## src/rtl/seq_stream_gen.sv

```systemverilog
`default_nettype none
// ============================================================================
// Module   : seq_stream_gen
// Brief    : Serial MSB-first bit-stream transmitter feeding the Mealy
//            sequence detector. Optional inter-frame gap: SEQ_GEN_GAP_EN.
// Revision : 1.0 - initial release
// ============================================================================
module seq_stream_gen #(
    parameter int   DATA_W   = 16,
    parameter int   CNT_W    = 8,
    parameter logic IDLE_BIT = 1'b0,
    parameter int   GAP_BITS = 2
) (
    input  logic                          clk,
    input  logic                          reset,
    input  logic                          start,
    input  logic [DATA_W-1:0]             data_in,
    input  logic [$clog2(DATA_W+1)-1:0]   nbits,
    input  logic [CNT_W-1:0]              repeats,
    output logic                          ready,
    output logic                          x,
    output logic                          x_valid,
    output logic                          frame_start,
    output logic                          done
);

    localparam int c_NB_W = $clog2(DATA_W + 1);

    localparam logic [1:0] c_S_IDLE  = 2'd0;
    localparam logic [1:0] c_S_SHIFT = 2'd1;
    localparam logic [1:0] c_S_DONE  = 2'd2;

`ifdef SEQ_GEN_GAP_EN
    localparam logic [1:0] c_S_GAP   = 2'd3;
    localparam int         c_GAP_W   = (GAP_BITS > 1) ? $clog2(GAP_BITS) : 1;
    localparam bit         c_GAP_EN  = 1'b1;
`else
    localparam bit         c_GAP_EN  = 1'b0;
`endif
    // A zero-length gap collapses to the back-to-back behaviour.
    localparam bit c_GAP_ACTIVE = c_GAP_EN && (GAP_BITS > 0);

    logic [1:0]        r_state;
    logic [DATA_W-1:0] r_data;
    logic [DATA_W-1:0] r_shift;
    logic [c_NB_W-1:0] r_effn;
    logic [c_NB_W-1:0] r_bitcnt;
    logic [CNT_W-1:0]  r_rep;
    logic [CNT_W-1:0]  r_frame;
    logic              r_ready;
    logic              r_x;
    logic              r_x_valid;
    logic              r_frame_start;
    logic              r_done;
`ifdef SEQ_GEN_GAP_EN
    logic [c_GAP_W-1:0] r_gapcnt;
`endif

    logic [c_NB_W-1:0] w_eff_n;
    logic [c_NB_W-1:0] w_shamt;
    logic [DATA_W-1:0] w_aligned;
    logic              w_last_bit;
    logic              w_last_frame;

    // Left-align the pattern so every frame is simply shifted out of the MSB.
    assign w_eff_n      = (nbits > c_NB_W'(DATA_W)) ? c_NB_W'(DATA_W) : nbits;
    assign w_shamt      = c_NB_W'(DATA_W) - w_eff_n;
    assign w_aligned    = data_in << w_shamt;
    assign w_last_bit   = (r_bitcnt == (r_effn - c_NB_W'(1)));
    // Compare before incrementing so repeats = all-ones never wraps early.
    assign w_last_frame = (r_frame == r_rep);

    always_ff @(posedge clk) begin
        if (reset) begin
            r_state       <= c_S_IDLE;
            r_data        <= '0;
            r_shift       <= '0;
            r_effn        <= '0;
            r_bitcnt      <= '0;
            r_rep         <= '0;
            r_frame       <= '0;
            r_ready       <= 1'b1;
            r_x           <= IDLE_BIT;
            r_x_valid     <= 1'b0;
            r_frame_start <= 1'b0;
            r_done        <= 1'b0;
`ifdef SEQ_GEN_GAP_EN
            r_gapcnt      <= '0;
`endif
        end else begin
            r_frame_start <= 1'b0;
            r_done        <= 1'b0;
            case (r_state)
                c_S_IDLE: begin
                    if (start) begin
                        r_ready  <= 1'b0;
                        r_data   <= w_aligned;
                        r_effn   <= w_eff_n;
                        r_rep    <= repeats;
                        r_frame  <= '0;
                        r_bitcnt <= '0;
                        if (w_eff_n == '0) begin
                            r_state <= c_S_DONE;
                            r_done  <= 1'b1;
                        end else begin
                            r_state       <= c_S_SHIFT;
                            r_x           <= w_aligned[DATA_W-1];
                            r_shift       <= w_aligned << 1;
                            r_x_valid     <= 1'b1;
                            r_frame_start <= 1'b1;
                        end
                    end
                end

                c_S_SHIFT: begin
                    if (w_last_bit) begin
                        if (w_last_frame) begin
                            r_state   <= c_S_DONE;
                            r_done    <= 1'b1;
                            r_x       <= IDLE_BIT;
                            r_x_valid <= 1'b0;
                        end else begin
                            r_frame  <= r_frame + CNT_W'(1);
                            r_bitcnt <= '0;
                            if (c_GAP_ACTIVE) begin
`ifdef SEQ_GEN_GAP_EN
                                r_state  <= c_S_GAP;
                                r_gapcnt <= '0;
`endif
                                r_x       <= IDLE_BIT;
                                r_x_valid <= 1'b0;
                            end else begin
                                r_x           <= r_data[DATA_W-1];
                                r_shift       <= r_data << 1;
                                r_frame_start <= 1'b1;
                            end
                        end
                    end else begin
                        r_bitcnt <= r_bitcnt + c_NB_W'(1);
                        r_x      <= r_shift[DATA_W-1];
                        r_shift  <= r_shift << 1;
                    end
                end

`ifdef SEQ_GEN_GAP_EN
                c_S_GAP: begin
                    if (r_gapcnt == c_GAP_W'(GAP_BITS - 1)) begin
                        r_state       <= c_S_SHIFT;
                        r_x           <= r_data[DATA_W-1];
                        r_shift       <= r_data << 1;
                        r_x_valid     <= 1'b1;
                        r_frame_start <= 1'b1;
                    end else begin
                        r_gapcnt <= r_gapcnt + c_GAP_W'(1);
                    end
                end
`endif

                c_S_DONE: begin
                    r_state <= c_S_IDLE;
                    r_ready <= 1'b1;
                end

                default: begin
                    r_state <= c_S_IDLE;
                    r_ready <= 1'b1;
                end
            endcase
        end
    end

    assign ready       = r_ready;
    assign x           = r_x;
    assign x_valid     = r_x_valid;
    assign frame_start = r_frame_start;
    assign done        = r_done;

endmodule
`default_nettype wire

```

## config.mk

```make
export PLATFORM = sky130hd
export DESIGN_NAME = seq_stream_gen
export DESIGN_NICKNAME = d
export VERILOG_FILES = /design/src/rtl/seq_stream_gen.sv
export SDC_FILE = /design/constraint.sdc
export NUM_CORES = 1
export LEC_CHECK = 0
export CORE_MARGIN = 5
export CORE_UTILIZATION = 62
export CTS_CLUSTER_DIAMETER = 50
export CTS_CLUSTER_SIZE = 28
export DETAILED_ROUTE_END_ITERATION = 10
export PLACE_DENSITY_LB_ADDON = 0.15
export SLEW_MARGIN = 25
export SYNTH_ARGS = -nofsm -noshare
export SYNTH_HDL_FRONTEND = slang
export SYNTH_SLANG_ARGS = --single-unit
```

## constraint.sdc

```tcl
create_clock -name clk -period 7.9 [get_ports clk]
set_clock_uncertainty 0.05 [all_clocks]
set_input_delay 1.58 -clock clk [delete_from_list [all_inputs] [get_ports clk]]
set_output_delay 1.58 -clock clk [all_outputs]
set_load 0.01 [all_outputs]
```

Word-level counts from Yosys, hierarchy flattened
Index checks and enable logic that the tools add are counted.

Bits of input ports: 32. Register bits: 65. Logic and storage cells: 80. Output and inout port bits: 5.

Bitwise logic cells: 1. Shift-type cells: 1. Equal/unequal tests: 9. Reductions and logical operators: 11. Add/subtract/negate cells: 4. Magnitude comparators: 1. Multiplexer cells: 41.

Operators with widths (number): two-way mux 16 bit (4); one-hot mux 16 bit (2 select lines) (1); two-way mux 8 bit (3); two-way mux 5 bit (4); two-way mux 1 bit (17); one-hot mux 8 bit (2 select lines) (1); left shift 16 x 5 -> 16 bit (1); != test 2 bit, second input constant (5); one-hot mux 1 bit (2 select lines) (5); one-hot mux 5 bit (2 select lines) (1); AND reduction 3 bit (3); adder 8 x 1 -> 8 bit, second input constant (1); == test 8 bit (1); two-way mux 2 bit (4); AND reduction 4 bit (2); adder 5 x 1 -> 5 bit, second input constant (1); == test 5 bit (1); > comparator 5 bit, second input constant (1); logical NOT 5 bit (1); AND reduction 5 bit (1); subtractor 5 x 1 -> 5 bit, second input constant (1); subtractor 5 bit, first input constant (1); one-hot mux 2 bit (2 select lines) (1); AND reduction 2 bit (2); 5 further kinds (5).

Logic depth before layout (Yosys ltp)
Gate-level depths: netlist (run 1).

Depth in word-level cells: 7. Mapped depth: 12. Depth with buffers taken out: 10.

Worst setup path after synthesis (run 1)
Ideal clock, no wire load.

Path type: input to register. Start: input nbits[4]. End: register r_shift[5]. Path buffers: 3. Setup time: 0.132 ns. Path slack: 4.090 ns. Arrival: 3.628 ns. Data required time: 7.718 ns. Stages on the path: 12. Cells stage by stage: and2b_1 > buf_2 > inv_2 > ha_1 > buf_2 > buf_4 > mux2i_1 > nor2_1 > mux2i_1 > a21boi_0 > o221a_2 > nor3_1.

Word-level cells in the longest chain between the ends: 7. Elaborated cells between the ends (all ways): 10. Classes of those cells: add/sub (1); order compare (1); eq/ne (1); shift (1); mux (4); reduce/logical (2).

Ends and longest elaborated chain: start: declaration (line 18) `input logic [$clog2(DATA_W+1)-1:0] nbits,`; > comparator 5 bit (line 66) `assign w_eff_n = (nbits > c_NB_W'(DATA_W)) ? c_NB_W'(DATA_W) : nbits;`; two-way mux 5 bit (*) (line 66); subtractor 5 bit (line 67) `assign w_shamt = c_NB_W'(DATA_W) - w_eff_n;`; left shift 16 x 5 -> 16 bit (line 68) `assign w_aligned = data_in << w_shamt;`; two-way mux 16 bit (line 102) `if (w_eff_n == '0) begin`; two-way mux 16 bit (line 95) `if (start) begin`; one-hot mux 16 bit (2 select lines) (line 93) `case (r_state)`; end signal: assignment (line 108) `r_shift <= w_aligned << 1;`; end signal: assignment (line 134) `r_shift <= r_data << 1;`; end signal: assignment (line 141) `r_shift <= r_shift << 1;`; end: declaration (line 45) `logic [DATA_W-1:0] r_shift;`.

Every way passes the cells marked *; elsewhere a longest branch is shown, timed or not. The select of a mux whose other input is x is not followed. A chain may end at the register's enable or synchronous reset.

Final worst setup path (run 1)
Start: input nbits[4]. End: register r_x (netlist: x).

Word-level cells in the longest chain between the ends: 7. Elaborated cells between the ends (all ways): 10. Classes of those cells: add/sub (1); order compare (1); eq/ne (1); shift (1); mux (4); reduce/logical (2).

Ends and longest elaborated chain: > comparator 5 bit (line 66); two-way mux 5 bit (*) (line 66); subtractor 5 bit (line 67); left shift 16 x 5 -> 16 bit (line 68); two-way mux 1 bit (line 102); two-way mux 1 bit (line 95); one-hot mux 1 bit (2 select lines) (line 93); end signal: assignment (line 107) `r_x <= w_aligned[DATA_W-1];`; end signal: assignment (line 133) `r_x <= r_data[DATA_W-1];`; end signal: assignment (line 140) `r_x <= r_shift[DATA_W-1];`; end: declaration (line 51) `logic r_x;`.

Marks and branches as above.

==> run summary, run 1 <==
outcome: complete, no violations
Critical Path RT: 8.10 ns
vias in the first global route: 3291
final worst-path cycle share: 64.79%
commonest cells in the netlist: nand2_1 (68), dfxtp_1 (64), nor2_1 (41)
library cells used by synthesis: 56
I/O Buffers: 36
Filler cells: 443
Synth top area share: 34.69%
per-cell routed wire length: 17.42 um
GRT overflow: 0
register area share after synthesis: 34.69%
min Tclk post-route: 5.119 ns
Core Box Area: 5851 um^2
Worst-Skew Late Latency: 0.34 ns
Top Family by Delay on Critical Path: multiplexers
Multi-input gate area: 2265 um^2
global-route wire length before repair: 15610 um
slowest cell on the critical path: ha_1
site row count: 28
Seq cells post-synth: 64
Die ar.: 7601 um^2
Post-Synthesis Cells: 448
root buf cell: clkbuf_8
Via density: 6.304
endpoints failing setup: 0
leak pwr: 1.600 nW
# hold bufs at CTS: 0
TritonRoute pass-1 iters: 5
TritonCTS Buffers: 9
final core occ: 72.43%
count of non-filler cells in the finished layout: 550
initial drt markers: 305
Post-synth EDFFs: 0
Crit path largest cell delay: 0.86 ns
Worst-Margin Slew: 1.004 ns
clock buffer depth: 2
most frequent cell after synthesis: nand2_1
synthesized area: 3694 um^2
crit-path cells: clkdlybuf4s50_1, and2b_1, inv_2, ha_1, mux2i_1, mux4_1, a22oi_1, nand2_1, a311oi_1
GP Congestion: 0.9861
Syn Nets: 485
final hold vios: 0
CTS Sinks: 64
FMAX: 0.1954 GHz
Post-Route Setup TNS: 0 ns
ANT cells: 0
Max-cap violations: 0
syn_area_per_cell: 8.245 um^2
Pwr per Cell Area: 236.3 nW/um^2
max-slew violations: 0
CTS tree: yes
io pins: 37
WL final: 9580 um
post-CTS setup buffer count: 0
RSZ-0062 raised after global routing: no
die height: 87.19 um
Worst setup SP type: input port
starting density of the core: 63.13%
post-route ant nets: 0
GRT Total Usage: 26.02%
Yosys warnings: 0
Total Power: 1.001 mW
Crit. End Element: flip-flop
buffer and inverter count on the worst path: 2
final net count: 507
Area growth syn-to-layout: 14.74%
maximum VDD drop: 0.1538 mV
Max H-tree Level: 3
largest cells by area after synthesis: dfxtp_1 (35%), mux2i_1 (7.0%), nand2_1 (6.9%)
FF+latch area: 1281 um^2
post-CTS sizing: 0
share of cells above drive strength 1: 8.632%
DP Wirelength: 6760 um
critical setup path kind: input port to flip-flop
drt drc: 0
worst-path fanout max: 18
top_reg_cell synth: dfxtp_1
largest net degree at the start of global routing: 54
placed cell count: 534
Synth async-reset ratio: 0%
Hold Crit Class: flip-flop to flip-flop
clock-pin slew on the worst setup and hold paths: 0.07 ns
antenna violations before repair: 0
Die X: 87.19 um
via count: 3467
Synth area leader: dfxtp_1
max_slew headroom: 33.06%
Arr. time, crit path: 5.32 ns
-- kinds of logic (layout without fill, tap and decap cells) --
group	Yosys count	count (layout)	synth area share (%)
muxes	37	37	12.43
adders and majority gates	5	5	1.694
xor gates and xnor gates	17	17	4.234
buffers and inverters	35	62	4.200
DFF	64	64	34.69
AOI/OAI and AO/OA	118	118	21.14
and+or+nand+nor	172	172	21.61
-- cells in the final DEF, fill, tap and decap left out, drive strengths merged, types with 2 or more instances in the layout --
cell	count
nand2	68
dfxtp	64
nor2	42
a21oi	37
clkdlybuf4s50	35
mux2i	26
o21ai	23
nand3	15
a211oi	14
xor2	12
nor3	12
clkbuf	11
inv	8
o31a	6
o211ai	6
o221a	6
mux4	6
nor4	5
or3	5
mux2	5
a31oi	5
ha	5
xnor2	5
and2	5
nand2b	4
a21o	4
a32oi	4
a22oi	4
nor2b	4
clkinv	3
buf	3
and2b	2
and3b	2
and3	2
nand4	2
a211o	2
-- power breakdown --
part,total [mW],internal (mW),switching [mW]
Combinational,0.324,0.135,0.190
Clock,0.281,0.154,0.127
Sequential,0.396,0.367,0.0291
-- final timing paths --
check	start	endpoint	slack, ns	depth (start not counted)
max	nbits[4]	x	2.78	9
min	r_data[12]	r_data[12]	0.40	2
max reg2reg	r_state[1]	r_shift[5]	5.19	5
min reg2reg	r_data[12]	r_data[12]	0.40	2
-- tightest hold or removal path: cells and delay by family, from the launching register on --
family,cells,cell delay (ns)
flops,1,0.31
simple gates,1,0.05
compound gates,1,0.05
-- area by class of cell --
class	instances	area share, %
inverter	8	0.7086
multi-input combinational	349	53.44
timing repair buffer	38	8.739
tap	75	2.214
sequential	64	30.23
clock inverter	5	1.329
clock buffer	11	3.336
-- flip-flops by register name, indices dropped and copies added (netlist names) --
signal       cells
r_shift         15
frame_start      1
r_state          2
ready            1
x                1
done             1
r_effn           5
r_rep            8
r_bitcnt         5
x_valid          1
r_data          16
r_frame          8
-- routing by layer --
| layer | GRT usage (%) | part of all wire, % | vias to the layer above |
|---|---|---|---|
| met4 | 11.58 | 3.3 | 0 |
| li1 | - | - | 1670 |
| met1 | 32.41 | 42 | 1641 |
| met3 | 4.068 | 5.3 | 22 |
| met5 | 0 | 0 | - |
| met2 | 44.31 | 49 | 134 |
-- per-stage QoR --
| step | setup slack (ns) | instance area, um^2 | hold WS, ns |
|---|---|---|---|
| 2_1_floorplan | 4.090 | 3694 | 0.3704 |
| 3_3_place_gp | 2.632 | 4033 | 0.3779 |
| 3_5_place_dp | 2.482 | 4033 | 0.3935 |
| 4_1_cts | 2.847 | 4230 | 0.4025 |
| 5_1_grt | 2.512 | 4238 | 0.4208 |
| 6_report | 2.781 | 4238 | 0.4015 |
Note: power is estimated with default switching activity, not from simulation.
==> run 2: changes to the inputs <==
CORE_UTILIZATION = 52   (was 62)
clock period = 4.14 ns   (was 7.9 ns; I/O delays follow)
==> run summary, run 2 (synthesis gave the netlist of run 1 again) <==
Die ar.: 8889 um^2 (was 7601 um^2)
root buf cell: clkbuf_8 (unchanged)
max_slew headroom: 44.97% (was 33.06%)
io pins: 37 (unchanged)
Crit. End Element: flip-flop (unchanged)
Max-cap violations: 0 (unchanged)
RR Startpoint: r_state[1] (unchanged)
final net count: 517 (was 507)
CTS tree: yes (unchanged)
most common cell after layout, fill and taps aside: nand2_1 (unchanged)
outcome: complete, no violations (unchanged)
post-route cell area: 4379 um^2 (was 4238 um^2)
min Tclk post-route: 3.436 ns
worst slack, placed: 0.3640 ns (was 2.482 ns)
endpoints failing setup: 0 (unchanged)
clock buffer depth: 2 (unchanged)
Net Switching: 0.6568 mW (was 0.3459 mW)
worst-path fanout max: 10 (was 18)
Cell Int Power: 1.385 mW (was 0.6555 mW)
Worst-Margin Slew: 0.8254 ns (was 1.004 ns)
combinational power share: 30.8% (was 32.4%)
most frequent cells in the layout: nand2_1 (68), dfxtp_1 (64), nor2_1 (41) (unchanged)
Post-Route Setup TNS: 0 ns (unchanged)
final hold vios: 0 (unchanged)
Worst setup SP type: input port (unchanged)
Sw Share: 32.18% (was 34.54%)
worst reg2reg endpoint: r_frame[5] (was r_shift[5])
Arr. time, crit path: 3.64 ns (was 5.32 ns)
die height: 94.28 um (was 87.19 um)
DP Wirelength: 6955 um (was 6760 um)
ANT cells: 0 (unchanged)
Critical Path RT: 4.34 ns (was 8.10 ns)
site row count: 30 (was 28)
post-route ant nets: 0 (unchanged)
Worst-Skew Late Latency: 0.35 ns (was 0.34 ns)
flop2flop setup slack: 1.65 ns (was 5.19 ns)
Max H-tree Level: 3 (unchanged)
starting density of the core: 53.77% (was 63.13%)
global-route wire length before repair: 15890 um (was 15610 um)
Pwr per Cell Area: 466.2 nW/um^2 (was 236.3 nW/um^2)
FF-to-FF path depth: 5 (unchanged)
vias in the first global route: 3344 (was 3291)
CTS Sinks: 64 (unchanged)
Core Box Area: 6869 um^2 (was 5851 um^2)
GRT Total Usage: 22.67% (was 26.02%)
placed instance area: 4134 um^2 (was 4033 um^2)
antenna violations before repair: 0 (unchanged)
share of cells above drive strength 1: 10.31% (was 8.632%)
Hold Crit Class: flip-flop to flip-flop (unchanged)
TritonCTS Buffers: 9 (unchanged)
leak pwr: 1.668 nW (was 1.600 nW)
RSZ-0062 raised after global routing: no (unchanged)
initial drt markers: 182 (was 305)
WL final: 9492 um (was 9580 um)
GP Congestion: 0.9343 (was 0.9861)
Biggest register: r_data (unchanged)
final worst-path cycle share: 82.99%
critical setup path kind: input port to flip-flop (unchanged)
largest net degree at the start of global routing: 39 (was 54)
TritonRoute pass-1 iters: 5 (unchanged)
clock-pin slew on the worst setup and hold paths: 0.06 ns (was 0.07 ns)
clock share of power: 32.3% (was 28.1%)
post-CTS setup buffer count: 0 (unchanged)
Die X: 94.28 um (was 87.19 um)
post-CTS sizing: 0 (unchanged)
final core occ: 63.75% (was 72.43%)
sequential fraction of design power: 36.9% (was 39.6%)
min-delay src: r_data[12] (unchanged)
I/O Buffers: 36 (unchanged)
hold endpoint: r_data[12] (unchanged)
FMAX: 0.2910 GHz
Largest register FFs: 16 (unchanged)
Largest regs: r_data: 16 flops, r_shift: 15 flops (unchanged)
drt drc: 0 (unchanged)
PnR worst setup slack: 0.7041 ns (was 2.781 ns)
per-cell routed wire length: 16.34 um (was 17.42 um)
maximum VDD drop: 0.2785 mV (was 0.1538 mV)
# hold bufs at CTS: 0 (unchanged)
Via density: 5.950 (was 6.304)
Area growth syn-to-layout: 18.56% (was 14.74%)
GRT overflow: 0 (unchanged)
max-slew violations: 0 (unchanged)
hold path cells: 2 (unchanged)
via count: 3457 (was 3467)
[run 2: layer usage]
metal / track usage [%] / vias to the layer above / part of all wire (%) / wire length (um)
met5: 0 / - / 0 / 0
li1: - / 1688 / - / -
met4: 7.461 / 0 / 1.7 / 161
met3: 5.208 / 15 / 4.5 / 424
met1: 27.76 / 1668 / 44 / 4171
met2: 39.01 / 86 / 50 / 4735
[run 2: worst max-delay path by stage]
stage,startpoint,cells past startpoint,end
after floorplan,nbits[4],12,r_shift[5]
after global placement,nbits[0],9,r_shift[14]
after detailed placement,nbits[0],9,x
after CTS,nbits[0],9,x
after global routing,nbits[0],9,x
final,nbits[0],9,x
[run 2: layout make-up]
| class | instances | area (um^2) |
|---|---|---|
| clock buffers | 11 | 141.4 |
| clock inverters | 5 | 103.9 |
| fillers | 602 | 2490 |
| inverters | 8 | 30.03 |
| multi-input cells | 349 | 2257 |
| flip-flops and latches | 64 | 1281 |
| well taps | 96 | 120.1 |
| repair buffers | 48 | 445.4 |
[run 2: power by group through the flow]
stage | combinational (mW) | clock (mW) | sequential [mW]
floorplan | 0.452 | 0 | 0.753
global placement | 0.611 | 0 | 0.764
detailed placement | 0.619 | 0 | 0.767
CTS | 0.624 | 0.665 | 0.753
global route | 0.690 | 0.698 | 0.763
finish | 0.628 | 0.660 | 0.753
[run 2: worst max-delay path: stages]
cell and delay [ns]:
clkdlybuf4s50_1 0.52, and2b_1 0.17, inv_2 0.09, ha_1 0.52, mux2i_1 0.21, mux4_1 0.60, a22oi_1 0.35, nand2_1 0.09
a311oi_1 0.25
[run 2: metrics by stage]
stage / std cells / hold slack, ns / total power, mW
floorplan: 448 / 0.3704 / 1.205
global placement: 565 / 0.3787 / 1.375
detailed placement: 565 / 0.3830 / 1.385
CTS: 581 / 0.3984 / 2.042
global route: 581 / 0.4191 / 2.152
finish: 581 / 0.4014 / 2.041
